===== src/rtl/led_board_pkg.sv =====
// Shared types and constants for the LED board button path.
package led_board_pkg;

    localparam int LED_WIDTH = 8;

    localparam logic [LED_WIDTH-1:0] DEFAULT_INITIAL_LEDS = 8'h1F;

    // Debouncer FSM states
    typedef enum logic [1:0] {
        IDLE         = 2'd0,
        PRESS_WAIT   = 2'd1,
        PRESSED      = 2'd2,
        RELEASE_WAIT = 2'd3
    } deb_state_t;

endpackage


===== src/rtl/button_debouncer.sv =====
// One pushbutton: 2-flop synchroniser, debounce FSM with stability counter,
// and a registered one-cycle pulse per clean press.
module button_debouncer
    import led_board_pkg::*;
#(
    parameter int DEBOUNCE_CYCLES = 500_000
) (
    input  logic clk,
    input  logic rst,
    input  logic btn_raw,
    output logic press_pulse
);

    localparam int CNT_W = $clog2(DEBOUNCE_CYCLES);
    localparam logic [CNT_W-1:0] CNT_LAST = CNT_W'(DEBOUNCE_CYCLES - 1);

    logic             sync_p0;
    logic             sync_p1;
    deb_state_t       state;
    logic [CNT_W-1:0] cnt;

    // Two-flop synchroniser; the FSM only ever looks at sync_p1
    always_ff @(posedge clk) begin
        if (rst) begin
            sync_p0 <= 1'b0;
            sync_p1 <= 1'b0;
        end else begin
            sync_p0 <= btn_raw;
            sync_p1 <= sync_p0;
        end
    end

    // Debounce FSM: a level must persist DEBOUNCE_CYCLES clocks to be accepted
    always_ff @(posedge clk) begin
        if (rst) begin
            state       <= IDLE;
            cnt         <= '0;
            press_pulse <= 1'b0;
        end else begin
            press_pulse <= 1'b0;
            case (state)
                IDLE: begin
                    if (sync_p1) begin
                        state <= PRESS_WAIT;
                        cnt   <= '0;
                    end
                end
                PRESS_WAIT: begin
                    // A drop back to 0 is a bounce: abandon without pulsing
                    if (!sync_p1) begin
                        state <= IDLE;
                    end else if (cnt == CNT_LAST) begin
                        state       <= PRESSED;
                        press_pulse <= 1'b1;
                    end else begin
                        cnt <= cnt + CNT_W'(1);
                    end
                end
                PRESSED: begin
                    // Holding never re-pulses; only a release moves us on
                    if (!sync_p1) begin
                        state <= RELEASE_WAIT;
                        cnt   <= '0;
                    end
                end
                RELEASE_WAIT: begin
                    // Going high again is release bounce, not a new press
                    if (sync_p1) begin
                        state <= PRESSED;
                    end else if (cnt == CNT_LAST) begin
                        state <= IDLE;
                    end else begin
                        cnt <= cnt + CNT_W'(1);
                    end
                end
                default: begin
                    state <= IDLE;
                    cnt   <= '0;
                end
            endcase
        end
    end

endmodule


===== src/rtl/button_shift_input.sv =====
// Top level: two debounced buttons rotate an 8-bit LED pattern one step per
// press; simultaneous left and right presses cancel each other.
module button_shift_input
    import led_board_pkg::*;
#(
    parameter int                   DEBOUNCE_CYCLES = 500_000,
    parameter logic [LED_WIDTH-1:0] INITIAL_LEDS    = DEFAULT_INITIAL_LEDS
) (
    input  logic                 clk,
    input  logic                 rst,
    input  logic                 btn_left,
    input  logic                 btn_right,
    output logic [LED_WIDTH-1:0] leds,
    output logic                 left_pulse,
    output logic                 right_pulse
);

    button_debouncer #(
        .DEBOUNCE_CYCLES(DEBOUNCE_CYCLES)
    ) u_left (
        .clk        (clk),
        .rst        (rst),
        .btn_raw    (btn_left),
        .press_pulse(left_pulse)
    );

    button_debouncer #(
        .DEBOUNCE_CYCLES(DEBOUNCE_CYCLES)
    ) u_right (
        .clk        (clk),
        .rst        (rst),
        .btn_raw    (btn_right),
        .press_pulse(right_pulse)
    );

    // Pattern register: rotate once on each registered command pulse
    always_ff @(posedge clk) begin
        if (rst) begin
            leds <= INITIAL_LEDS;
        end else begin
            case ({left_pulse, right_pulse})
                2'b10:   leds <= {leds[LED_WIDTH-2:0], leds[LED_WIDTH-1]};
                2'b01:   leds <= {leds[0], leds[LED_WIDTH-1:1]};
                default: leds <= leds;
            endcase
        end
    end

endmodule


===== config.mk =====
export PLATFORM = sky130hd
export DESIGN_NAME = button_shift_input
export DESIGN_NICKNAME = d
export VERILOG_FILES = /design/src/rtl/led_board_pkg.sv /design/src/rtl/button_debouncer.sv /design/src/rtl/button_shift_input.sv
export SDC_FILE = /design/constraint.sdc
export NUM_CORES = 1
export LEC_CHECK = 0
export CAP_MARGIN = 20
export CELL_PAD_IN_SITES_DETAIL_PLACEMENT = 0
export CELL_PAD_IN_SITES_GLOBAL_PLACEMENT = 1
export CORE_UTILIZATION = 44
export CTS_CLUSTER_DIAMETER = 100
export DETAILED_ROUTE_END_ITERATION = 8
export DONT_BUFFER_PORTS = 1
export PLACE_DENSITY = 0.86
export SYNTH_ARGS = -nofsm -noshare
export SYNTH_HDL_FRONTEND = slang
export SYNTH_HIERARCHICAL = 1
export SYNTH_SLANG_ARGS = --single-unit

===== constraint.sdc =====
create_clock -name clk -period 1.95 [get_ports clk]
set_input_delay 0.585 -clock clk [delete_from_list [all_inputs] [get_ports clk]]
set_output_delay 0.585 -clock clk [all_outputs]
set_load 0.02 [all_outputs]

# --- After elaboration in Yosys (flattened, before gate mapping) ---
# Index checks and enable logic that the tools add are counted.
# W data, S select, Z words.
word_totals:
  ff_bits: 56
  input_bits: 4
  output_inout_bits: 10
  word_cells: 77
op_classes:
  add_sub_neg: 2
  eq_ne: 22
  mux: 29
  n_bitwise: 4
  n_reduce_logical: 9
ops:
  columns: ["operator", "count"]
  rows:
  - ["$mux W19", 10]
  - ["$pmux W19 S4", 2]
  - ["$add A19 B1 Y19 const B", 2]
  - ["$eq A19 B19 Y1 const B", 2]
  - ["$mux W2", 12]
  - ["$pmux W2 S4", 2]
  - ["$pmux W8 S2", 1]
  - ["$reduce_and A4 Y1", 4]
  - ["$eq A2 B2 Y1 const B", 5]
  - ["$ne A2 B1 Y1 const B", 4]
  - ["$ne A2 B2 Y1 const B", 4]
  - ["$eq A2 B1 Y1 const B", 3]
  - ["$ne A3 B1 Y1 const B", 2]
  - ["$ne A3 B3 Y1 const B", 2]
  - ["$reduce_or A3 Y1", 2]
  - ["$logic_not A2 Y1", 2]
  - ["$not A1 Y1", 4]
  - ["$mux W1", 2]
  - ["$reduce_bool A2 Y1", 1]

# --- Depth between registers and ports, before layout ---
depth:
  depth_word: 4
  depth_mapped: 7
  mapped_depth_nobuf: 6

# --- Cells and area by module ---
# Netlist, hierarchy kept.
by_module_without_submodules:
  columns: ["mod", "instances", "cells_per_inst", "area_each_um2", "seq_area_each_um2"]
  rows:
  - ["button_debouncer", 2, 142, 1222.4, 480.5]
  - ["button_shift_input", 1, 39, 405.4, 160.2]

# --- Worst setup path before layout ---
# OpenSTA, ideal clock, no wires.
synth_path:
  path_type: "register to register"
  from: "register u_left.cnt[0]"
  to: "register u_left.cnt[7]"
  setup_ns: 0.132
  t_arrival_ns: 1.852
  required_ns: 1.818
  path_slack_ns: -0.034
  path_stages_with_launch: 8
  n_path_buf: 1
  synth_period_minus_slack_ns: 1.984
  path_cell_list: "dfxtp_1 > ha_1 > or4b_4 > nor4_4 > a31o_4 > buf_8 > or3_2 > a21oi_2"
synth_via:
  elab_chain_len: 4
  word_cells_on_any_way: 6
  classes_between: "add/sub: 1; eq/ne: 1; mux: 4"
synth_rtl:
  columns: ["item", "line", "rtl"]
  rows:
  - ["start: declaration", "button_debouncer.sv:20", "logic [CNT_W-1:0] cnt;"]
  - ["start signal: assignment", "button_debouncer.sv:56", "cnt <= cnt + CNT_W'(1);"]
  - ["start signal: assignment", "button_debouncer.sv:73", "cnt <= cnt + CNT_W'(1);"]
  - ["$add A19 B1 Y19 or $eq A19 B19 Y1 (tied branches)", null, null]
  - ["$mux W19 (*)", "button_debouncer.sv:52, button_debouncer.sv:70", null]
  - ["$mux W19 (on tied branches)", "button_debouncer.sv:68, button_debouncer.sv:50", null]
  - ["$pmux W19 S4 (*)", "button_debouncer.sv:41", "case (state)"]
# Every way passes the cells marked *; elsewhere a longest branch is shown, timed or not. The select of a mux whose other input is x is not followed.
# A chain may end at the register's enable or synchronous reset.

# --- Worst setup path after layout ---
layout_path:
  from: "register u_right.cnt[0]"
  to: "register u_right.cnt[9]"
layout_via:
  elab_chain_len: 4
  word_cells_on_any_way: 6
  classes_between: "add/sub: 1; eq/ne: 1; mux: 4"
layout_rtl:
  columns: ["item", "line"]
  rows:
  - ["start: declaration", "button_debouncer.sv:20"]
  - ["start signal: assignment", "button_debouncer.sv:56"]
  - ["start signal: assignment", "button_debouncer.sv:73"]
  - ["$add A19 B1 Y19 or $eq A19 B19 Y1 (tied branches)", null]
  - ["$mux W19 (*)", "button_debouncer.sv:52, button_debouncer.sv:70"]
  - ["$mux W19 (on tied branches)", "button_debouncer.sv:68, button_debouncer.sv:50"]
  - ["$pmux W19 S4 (*)", "button_debouncer.sv:41"]
# Marks and branches as above.

==> flow_summary.ini <==
[outcome]
outcome = complete, no violations

[setup_path]
cp-end-kind = register
worst_setup_path_start_kind = register
criticalPathCategory = reg -> reg
worst-endpoint-arrival_ps = 2100
cp.required_ps = 2190
cp_max_fo = 13

[place]
dp_hpwl_mm = 4.235
place.gp.congestion = 0.7677
numPortBuffers = 0
place_ws_ps = 115.1

[logic_synthesis]
syn_area_um2 = 2850
syn-num-nets = 331
synthCells = 323
yosysTopAreaCell = dfxtp_1
yosysUniqueCellTypes = 41
syn_avg_cell_area_um2 = 8.824
ys_ff_latch = 56
synth_area_leaders = dfxtp_1 39%, xor2_1 4.9%, nor2_1 4.6%, nand3_1 4.6%, mux2i_1 3.5%
seq_area_frac_synth = 0.3933
ys_warn_count = 6
synth_top_area_share = 0.3933

[drt]
drc = 0
wirelength_mm = 5.845
route.detailed.wl_per_inst_um = 13.95
drt_iter0_markers = 100
detail-route-antenna-nets = 0
vias = 2353
via_per_inst = 5.616
drtPass1Iterations = 4

[cts]
postCtsResizedCells = 0
cts_htree_levels = 2
cts_buffers = 5
cts_setup_buffers = 0
cts-hold-fix-buffers = 0
clock_latency_ps = 300
clockBufferDepth = 2
clk_pin_slew_ps = 100
cts-root-buf = clkbuf_8
clock_sinks = 56
cts_tree = yes

[global_routing]
grt_max_degree = 32
grt_pass1_vias = 2023
grt_usage = 0.1807
grt_pass1_wl_mm = 9.418
antenna_found_initial = 0
grt_overflow = 0

[run]
drv_cap = 0

[power_and_ir_drop]
p_leak_nw = 0.9940
ir_drop_mv = 0.3099
powerDensity_nw_per_um2 = 587.4

[layout]
antenna_cells = 0
final_cell_mix = 56 x dfxtp_1, 35 x nor2_1, 26 x nand3_1
layout-drive-gt1-share = 0.1715
final_common_cell = dfxtp_1
area_growth_pct = 10.14
nNetsFinal = 351
reg.largest.list = u_left/cnt: 19 flops, u_right/cnt: 19 flops, leds: 8 flops

[sta]
min_period_over_period = 0.9529
fmax_mhz = 538.2
setup_viol = 0
worst_pin_slew_ps = 764.3
maxSlewHeadroom = 0.4868
fin_ws_ps = 91.87
finalCriticalPeriod_ps = 1858
finalMaxSlewViolations = 0
rsz0062_at_grt = false
finalHoldViolations = 0
clock_skew_ps = 8.968
tns_ps = 0

[worst_hold_path]
hold_class = in -> reg

[floorplanning]
die_w_um = 82.49
core_um2 = 6096
row_count = 28
start_util = 0.4676
die_h_um = 82.49
pin_count = 14
die_area_um2 = 6804
==> cells by family (layout without fill, tap and decap cells) <==
| group | count (synthesis) | in the layout | share of synthesized area |
|---|---|---|---|
| adder cells (fa/ha/maj) | 4 | 4 | 0.01756 |
| AO/OA/AOI/OAI | 58 | 58 | 0.1317 |
| buffers and inverters | 22 | 43 | 0.04214 |
| multiplexers | 10 | 10 | 0.03512 |
| flip-flops | 56 | 56 | 0.3933 |
| AND/OR/NAND/NOR | 153 | 153 | 0.3187 |
| XOR/XNOR | 20 | 20 | 0.06145 |
==> path summary, 6_finish.rpt <==
path,from,cells past startpoint,to,slack [ps]
min reg2reg,u_left/sync_p0,1,u_left/sync_p1,450
max reg2reg,u_right/cnt[0],6,u_right/cnt[9],90
max,u_right/cnt[0],6,u_right/cnt[9],90
min,rst,1,leds[6],340
==> cells in the mapped netlist, drive strengths merged <==
library cell and instances:
or4 4, and3 4, nand2 20, dfxtp 56
a21oi 23, ha 4, o31ai 4, and2 2
a211oi 9, nand4 10, nor3b 7, or4b 4
o21bai 2, a31oi 2, xor2 16, and4 2
a31o 2, nor2b 5, or3 8, nor4 8
nand3 26, nor2 35, and2b 2, clkbuf 8
xnor2 4, a21boi 2, nand3b 2, or2 2
or4bb 4, nor3 8, o21ai 14, mux2i 10
inv 10, buf 4
==> routing by layer <==
layer	GRT usage	vias to the layer above	share of wire
met4	0.05088	0	0.0086
met3	0.04066	5	0.040
met1	0.2544	1100	0.52
met5	0	-	0
met2	0.2744	42	0.43
li1	-	1206	-
==> through the flow <==
| step | hold slack (ps) | cell area [µm²] | power, mW | std cells | utilization |
|---|---|---|---|---|---|
| after floorplan | 413.8 | 2850 | 1.224 | 323 | - |
| after global placement | 426.7 | 3049 | 1.224 | 411 | 0.5002 |
| after detailed placement | 432.2 | 3049 | 1.225 | 411 | 0.5002 |
| after CTS | 322.5 | 3139 | 1.875 | 419 | 0.5150 |
| after global routing | 308.7 | 3139 | 1.918 | 419 | 0.5150 |
| final | 339.7 | 3139 | 1.844 | 419 | 0.5150 |
==> power breakdown <==
group / internal (mW) / switching [mW] / total, mW
clock network: 0.291 / 0.355 / 0.646
registers: 1.15 / 0.00580 / 1.15
logic: 0.0164 / 0.0283 / 0.0447
==> area by class of cell <==
cell class,count,area [µm²]
Fill cell,616,2957
Multi-Input combinational cell,245,1609
Sequential cell,56,1121
Timing Repair Buffer,25,187.7
Tap cell,75,93.84
Clock buffer,8,90.09
Inverter,10,37.54
==> worst max-delay path, cell delays in order, from the launching register on <==
cell	delay (ps)
dfxtp_1	320
ha_1	210
or4b_4	230
nor4_4	40
a31o_4	300
or4_2	560
a21oi_2	140
(Power assumes the default switching activity.)
